## config.mk

```make
export PLATFORM = sky130hd
export DESIGN_NAME = kbd_uart_arbiter
export DESIGN_NICKNAME = d
export VERILOG_FILES = /design/src/rtl/kbd_uart_arbiter_pkg.sv /design/src/rtl/scancode_fifo.sv /design/src/rtl/kbd_uart_arbiter.sv
export SDC_FILE = /design/constraint.sdc
export NUM_CORES = 1
export LEC_CHECK = 0
export ABC_AREA = 1
export ABC_CLOCK_PERIOD_IN_PS = 2040
export CAP_MARGIN = 15
export CORE_ASPECT_RATIO = 0.6
export CORE_UTILIZATION = 49
export CTS_CLUSTER_DIAMETER = 60
export DETAILED_ROUTE_END_ITERATION = 8
export GPL_ROUTABILITY_DRIVEN = 1
export PLACE_DENSITY = 0.76
export SYNTH_ARGS = -nofsm -noshare
export SYNTH_HDL_FRONTEND = slang
export SYNTH_SLANG_ARGS = --single-unit
```

## constraint.sdc

```tcl
create_clock -name clk -period 2.04 [get_ports clk]
set_input_delay 0.408 -clock clk [delete_from_list [all_inputs] [get_ports clk]]
set_output_delay 0.408 -clock clk [all_outputs]
set_load 0.05 [all_outputs]
```

## src/rtl/kbd_uart_arbiter_pkg.sv

```systemverilog
// Shared types for the keyboard/host UART arbiter: FSM state encoding,
// requester identifiers and the round-robin pick helper.
package kbd_uart_arbiter_pkg;

    typedef enum logic [1:0] {
        IDLE       = 2'd0,
        WAIT_START = 2'd1,
        WAIT_DONE  = 2'd2
    } arb_state_t;

    localparam logic REQ_KBD  = 1'b0;
    localparam logic REQ_HOST = 1'b1;

    // On a tie the requester that was not served last wins; a lone requester always wins.
    function automatic logic pick_requester(input logic kbd_pend,
                                            input logic host_pend,
                                            input logic last_served);
        if (kbd_pend && host_pend) begin
            return ~last_served;
        end else if (host_pend) begin
            return REQ_HOST;
        end else begin
            return REQ_KBD;
        end
    endfunction

endpackage

```

## src/rtl/scancode_fifo.sv

```systemverilog
// Small 8-bit scancode FIFO with combinational head read. A push into a full
// FIFO is accepted only when a pop happens in the same cycle.
module scancode_fifo #(
    parameter int DEPTH = 4
) (
    input  logic       clk,
    input  logic       rst,
    input  logic       push,
    input  logic       pop,
    input  logic [7:0] din,
    output logic [7:0] dout,
    output logic       full,
    output logic       empty,
    output logic [4:0] count
);
    localparam int AW = (DEPTH > 1) ? $clog2(DEPTH) : 1;

    logic [7:0]    r_mem [DEPTH];
    logic [AW-1:0] r_wr_ptr;
    logic [AW-1:0] r_rd_ptr;
    logic [4:0]    r_count;
    logic          w_do_push;
    logic          w_do_pop;

    assign empty     = (r_count == 5'd0);
    assign full      = (r_count == 5'(DEPTH));
    assign w_do_pop  = pop && !empty;
    assign w_do_push = push && (!full || w_do_pop);
    assign dout      = r_mem[r_rd_ptr];
    assign count     = r_count;

    // Storage carries no reset; only the pointers define what is valid.
    always_ff @(posedge clk) begin
        if (w_do_push) begin
            r_mem[r_wr_ptr] <= din;
        end
    end

    // DEPTH is a power of two, so the pointers wrap by natural overflow.
    always_ff @(posedge clk or posedge rst) begin
        if (rst) begin
            r_wr_ptr <= '0;
            r_rd_ptr <= '0;
            r_count  <= 5'd0;
        end else begin
            if (w_do_push) begin
                r_wr_ptr <= r_wr_ptr + 1'b1;
            end
            if (w_do_pop) begin
                r_rd_ptr <= r_rd_ptr + 1'b1;
            end
            case ({w_do_push, w_do_pop})
                2'b10:   r_count <= r_count + 5'd1;
                2'b01:   r_count <= r_count - 5'd1;
                default: r_count <= r_count;
            endcase
        end
    end

endmodule

```

## src/rtl/kbd_uart_arbiter.sv

```systemverilog
// Arbitrates a buffered PS/2 scancode stream and a host byte source onto one
// UART transmitter, with round-robin selection and a start-handshake timeout.
module kbd_uart_arbiter
    import kbd_uart_arbiter_pkg::*;
#(
    parameter int FIFO_DEPTH = 4,
    parameter int START_TMO  = 15
) (
    input  logic       clk,
    input  logic       rst,
    input  logic       kbd_valid,
    input  logic [7:0] kbd_code,
    input  logic       kbd_perr,
    input  logic       host_req,
    input  logic [7:0] host_data,
    output logic       host_gnt,
    input  logic       tx_busy,
    output logic       tx_load,
    output logic [7:0] tx_data,
    output logic       ovf,
    output logic       tmo,
    output logic [4:0] fifo_cnt
);
    arb_state_t r_state;
    arb_state_t w_state_next;
    logic [3:0] r_tmo_cnt;
    logic       r_armed;
    logic       r_last;
    logic       r_tx_load;
    logic       r_host_gnt;
    logic [7:0] r_tx_data;
    logic       r_ovf;
    logic       r_tmo;

    logic       w_push;
    logic       w_fifo_full;
    logic       w_fifo_empty;
    logic [7:0] w_fifo_head;
    logic [4:0] w_fifo_cnt;
    logic       w_launch;
    logic       w_timeout;
    logic       w_sel;
    logic       w_grant_kbd;
    logic       w_grant_host;
    logic [7:0] w_load_data;

    assign w_push = kbd_valid && !kbd_perr;

    scancode_fifo #(
        .DEPTH (FIFO_DEPTH)
    ) u_fifo (
        .clk   (clk),
        .rst   (rst),
        .push  (w_push),
        .pop   (w_grant_kbd),
        .din   (kbd_code),
        .dout  (w_fifo_head),
        .full  (w_fifo_full),
        .empty (w_fifo_empty),
        .count (w_fifo_cnt)
    );

    // r_armed holds off the first grant until the second edge after reset.
    assign w_launch  = (r_state == IDLE) && r_armed && !tx_busy &&
                       (!w_fifo_empty || host_req);
    assign w_timeout = (r_state == WAIT_START) && !tx_busy &&
                       (r_tmo_cnt == 4'(START_TMO - 1));

    always_ff @(posedge clk or posedge rst) begin
        if (rst) begin
            r_state <= IDLE;
        end else begin
            r_state <= w_state_next;
        end
    end

    always_comb begin
        w_state_next = r_state;
        case (r_state)
            IDLE:       if (w_launch)  w_state_next = WAIT_START;
            WAIT_START: if (tx_busy)   w_state_next = WAIT_DONE;
                        else if (w_timeout) w_state_next = IDLE;
            WAIT_DONE:  if (!tx_busy)  w_state_next = IDLE;
            default:    w_state_next = IDLE;
        endcase
    end

    always_comb begin
        w_sel        = pick_requester(!w_fifo_empty, host_req, r_last);
        w_grant_kbd  = w_launch && (w_sel == REQ_KBD);
        w_grant_host = w_launch && (w_sel == REQ_HOST);
        w_load_data  = (w_sel == REQ_HOST) ? host_data : w_fifo_head;
    end

    always_ff @(posedge clk or posedge rst) begin
        if (rst) begin
            r_tx_load  <= 1'b0;
            r_host_gnt <= 1'b0;
            r_tx_data  <= 8'h00;
            r_last     <= REQ_HOST;
            r_ovf      <= 1'b0;
            r_tmo      <= 1'b0;
            r_armed    <= 1'b0;
            r_tmo_cnt  <= 4'd0;
        end else begin
            r_tx_load  <= w_launch;
            r_host_gnt <= w_grant_host;
            r_armed    <= 1'b1;
            if (w_launch) begin
                r_tx_data <= w_load_data;
                r_last    <= w_sel;
            end
            // A keyboard grant frees a slot in the same cycle, so that push survives.
            if (w_push && w_fifo_full && !w_grant_kbd) begin
                r_ovf <= 1'b1;
            end
            if (w_timeout) begin
                r_tmo <= 1'b1;
            end
            if ((r_state == WAIT_START) && !tx_busy) begin
                r_tmo_cnt <= r_tmo_cnt + 4'd1;
            end else begin
                r_tmo_cnt <= 4'd0;
            end
        end
    end

    assign tx_load  = r_tx_load;
    assign host_gnt = r_host_gnt;
    assign tx_data  = r_tx_data;
    assign ovf      = r_ovf;
    assign tmo      = r_tmo;
    assign fifo_cnt = w_fifo_cnt;

endmodule

```

==> impl_results.md <==
* Clock period minus final worst setup slack at ~2.1 ns
* Total CTS buffers at 9
* Crit end category: flip-flop
* Placed Area at between 0.003 and 0.004 mm2
* Asr flop ratio synth at 47.5%
* Crit path DAT at between 2 and 2.5 ns
* Share of cells above drive strength 1 at roughly 25%
* Setup TNS Final at -0.0484 ns
* Die area at between 0.006 and 0.007 mm2
* Largest net degree at the start of global routing at 30
* Synthesized area at ~0.0028 mm2
* Grt total ovfl at 0
* Outcome: finished, violations left
* CTS sink cnt at 61
* Pint at slightly above 3000 uW
* Peak supply drop at roughly 0.00053 V
* 1st-iter DRT viols at 114
* Worst clock skew at roughly 0.011 ns
* Clock Path Buffers at 2
* Synth top area share at between 30% and 40%
* Max Slew Vio Count at 0
* Final instance area at 0.00367 mm2
* Count of final setup violators at 1
* Initial Utilization at between 50% and 60%
* Worst Hold Class: input port to asynchronous set/reset pin
* Placed Instances at between 300 and 400
* Root buf cell: clkbuf_8
* Vias in the first global route at 1,909
* Top_reg_cell synth: edfxtp_1
* Vias at between 2k and 2.5k
* Sw Share at about two fifths
* Most frequent cells in the layout: nand2_1, clkdlybuf4s50_1, edfxtp_1
* Least-Margin Pin Slew at 0.515 ns
* Clock share of power at 22.7%
* Total core area at 0.00528 mm2
* Final hold vios at 0
* Diode count at 0
* P&R area growth vs syn at 31.2%
* Psw at between 2000 and 2500 uW
* Failing checks: setup timing
* Antenna-violating nets left at 0
* EDFF count, synth at 32
* Maxcap violations at 0
* PortBufs at 38
* Pleak at between 0.0015 and 0.002 uW
* Pre-Repair DR Iteration Count at 4
* DR vias/cell at 4.99
* Seq cells post-synth at 61
* Slew HR at between 60% and 70%
* Max Fanout on Critical Path at 4
* DRC Markers at 0
* Detailed Place HPWL at roughly 4100 um
* Nets at 361
* RSZ-0062 raised after global routing: true
* TritonCTS clock tree: built
* WL per Instance at 14.7 um
* Reg clk slew, reported paths at approximately 0.070 ns
* Final Non-Filler Cells at between 400 and 500
* Gate Count Post-Synth at roughly 260
* PD cells at between 1000 and 1500 mW/mm2
* Gr usage total at approximately 22%
* Period utilization at 102%
* H-tree depth at 3
* Yosys cell types at 31
* Detailed-route wire length at just over 6000 um
* Syn_nets at roughly 290
* Worst-skew pair later-pin latency at 0.34 ns
* Reg power frac at a little over a third
* Crit path launch type: flip-flop
* Combinational Power Share at 42.1%
* IO Pins at 39
* First-pass GRT wire length at ~9600 um
* Row count at 20
* Avg Cell Area, Syn at 10.7 um2
* Setup CP Type: flip-flop to flip-flop
* Die W at around 100 um
* Setup WS post-layout at -0.0484 ns
* GPL Wtd Cong at 0.868
* Antenna violations before repair at 0
* Yosys Warn Count at 0
* Area leader, netlist: edfxtp_1
* Critical Path RT at about 2.3 ns
* F_max at 0.479 GHz
* Die H at 60.5 um
* Post-synthesis sequential area ratio at 60.4%
* Ranking of synthesized cells by area: edfxtp_1, dfrtp_1, nand2_1, ha_1, nand3_1
* Commonest non-fill, non-tap cell in the layout: nand2_1
-- area by class of cell --
class,instances,area [um2]
Inverter,26,100
Sequential cell,61,1690
Clock inverter,6,87.6
Clock buffer,10,128
Tap cell,77,96.3
Multi-Input combinational cell,167,988
Timing Repair Buffer,65,574
Fill cell,390,1610
-- cell usage after synthesis, types with 2 or more instances --
master    number
a21oi_1        3
buf_2          3
buf_6          4
dfrtp_1       28
edfxtp_1      32
ha_1           9
inv_1         24
nand2_1       54
nand2_2        2
nand2_4        2
nand3_1       21
nand3_2        3
nand3b_1       2
nor2_1        28
nor2_4         4
o21ai_0       18
o22ai_1        8
xnor2_1        3
xor2_1         2
-- state kept, by name, summed over array words and instances, names as in the netlist --
signal and cells:
host_gnt 1, ovf 1, r_armed 1, r_last 1, r_state 2, r_tmo_cnt 4, tmo 1, tx_data 8
tx_load 1, u_fifo.count 5, u_fifo.r_mem 32, u_fifo.r_rd_ptr 2, u_fifo.r_wr_ptr 2
-- stage by stage --
step           setup slack [ns]  util, %  power [uW]  hold WS (ns)
2_1_floorplan            -0.235        -        3200         0.453
3_3_place_gp             -0.377     64.5        3850         0.466
3_5_place_dp             -0.494     64.5        3890         0.465
4_1_cts                 0.00822     68.9        5080         0.450
5_1_grt                  -0.138     69.5        5420         0.502
6_report                -0.0484     69.5        5130         0.446
-- critical path: stages (launching register included) --
cell      delay (ns)
dfrtp_1         0.39
inv_2           0.07
nand2_2         0.06
nor2_4          0.11
o211ai_4        0.12
nand2_4         0.10
nand2_4         0.06
ha_4            0.18
nand2_2         0.06
inv_2           0.05
nor2_4          0.11
ha_2            0.18
inv_2           0.04
nand2_2         0.07
nand3_2         0.07
nand3b_1        0.12
nand2_1         0.08
nand2_1         0.07
nand2_1         0.05
-- cell families after synthesis --
group | count (synthesis) | share of synthesized area, %
simple gates | 118 | 20.1
fa+ha+maj | 9 | 4.03
buf+inv | 34 | 5.86
flops | 61 | 60.4
compound gates | 34 | 7.88
other cells | 1 | 0.134
xor+xnor | 5 | 1.57
-- path summary, 6_finish.rpt --
check	from	endpoint	slack (ns)	cells after the start
worst max-delay path	r_state[0]	u_fifo.count[4]	-0.05	18
worst min-delay path	rst	r_tmo_cnt[2]	0.45	3
worst max register to register	r_state[0]	u_fifo.count[4]	-0.05	18
worst min register to register	tmo	tmo	0.49	1
max in group asynchronous	rst	r_last	1.28	3
min in group clk	tmo	tmo	0.49	1
-- metal layers --
| metal | global-route usage, % | share of wire (%) | vias to the layer above |
|---|---|---|---|
| met5 | 0 | 0 | - |
| met4 | 6.93 | 1.1 | 0 |
| met3 | 7.49 | 8.6 | 11 |
| met2 | 32.0 | 44 | 81 |
| met1 | 31.9 | 46 | 962 |
| li1 | - | - | 1003 |
-- power by group through the flow --
| stage | combinational [uW] | clock (uW) | sequential, uW |
|---|---|---|---|
| finish | 2160 | 1160 | 1810 |
| CTS | 2090 | 1180 | 1810 |
| floorplan | 962 | 0 | 2240 |
| global placement | 2030 | 0 | 1820 |
| detailed placement | 2060 | 0 | 1830 |
| global route | 2340 | 1240 | 1840 |
-- what timing repair did --
| item | 4_1_cts | 5_1_grt |
|---|---|---|
| cloned | 0 | 0 |
| hold buffers | 0 | 0 |
| hold endpoints to repair | 0 | 0 |
| setup endpoints to repair | 3 | 2 |
| buffers inserted | 1 | 2 |
| resized for setup | 10 | 8 |
| pin swaps | 5 | 9 |
Power figures use the tool's default switching activity.
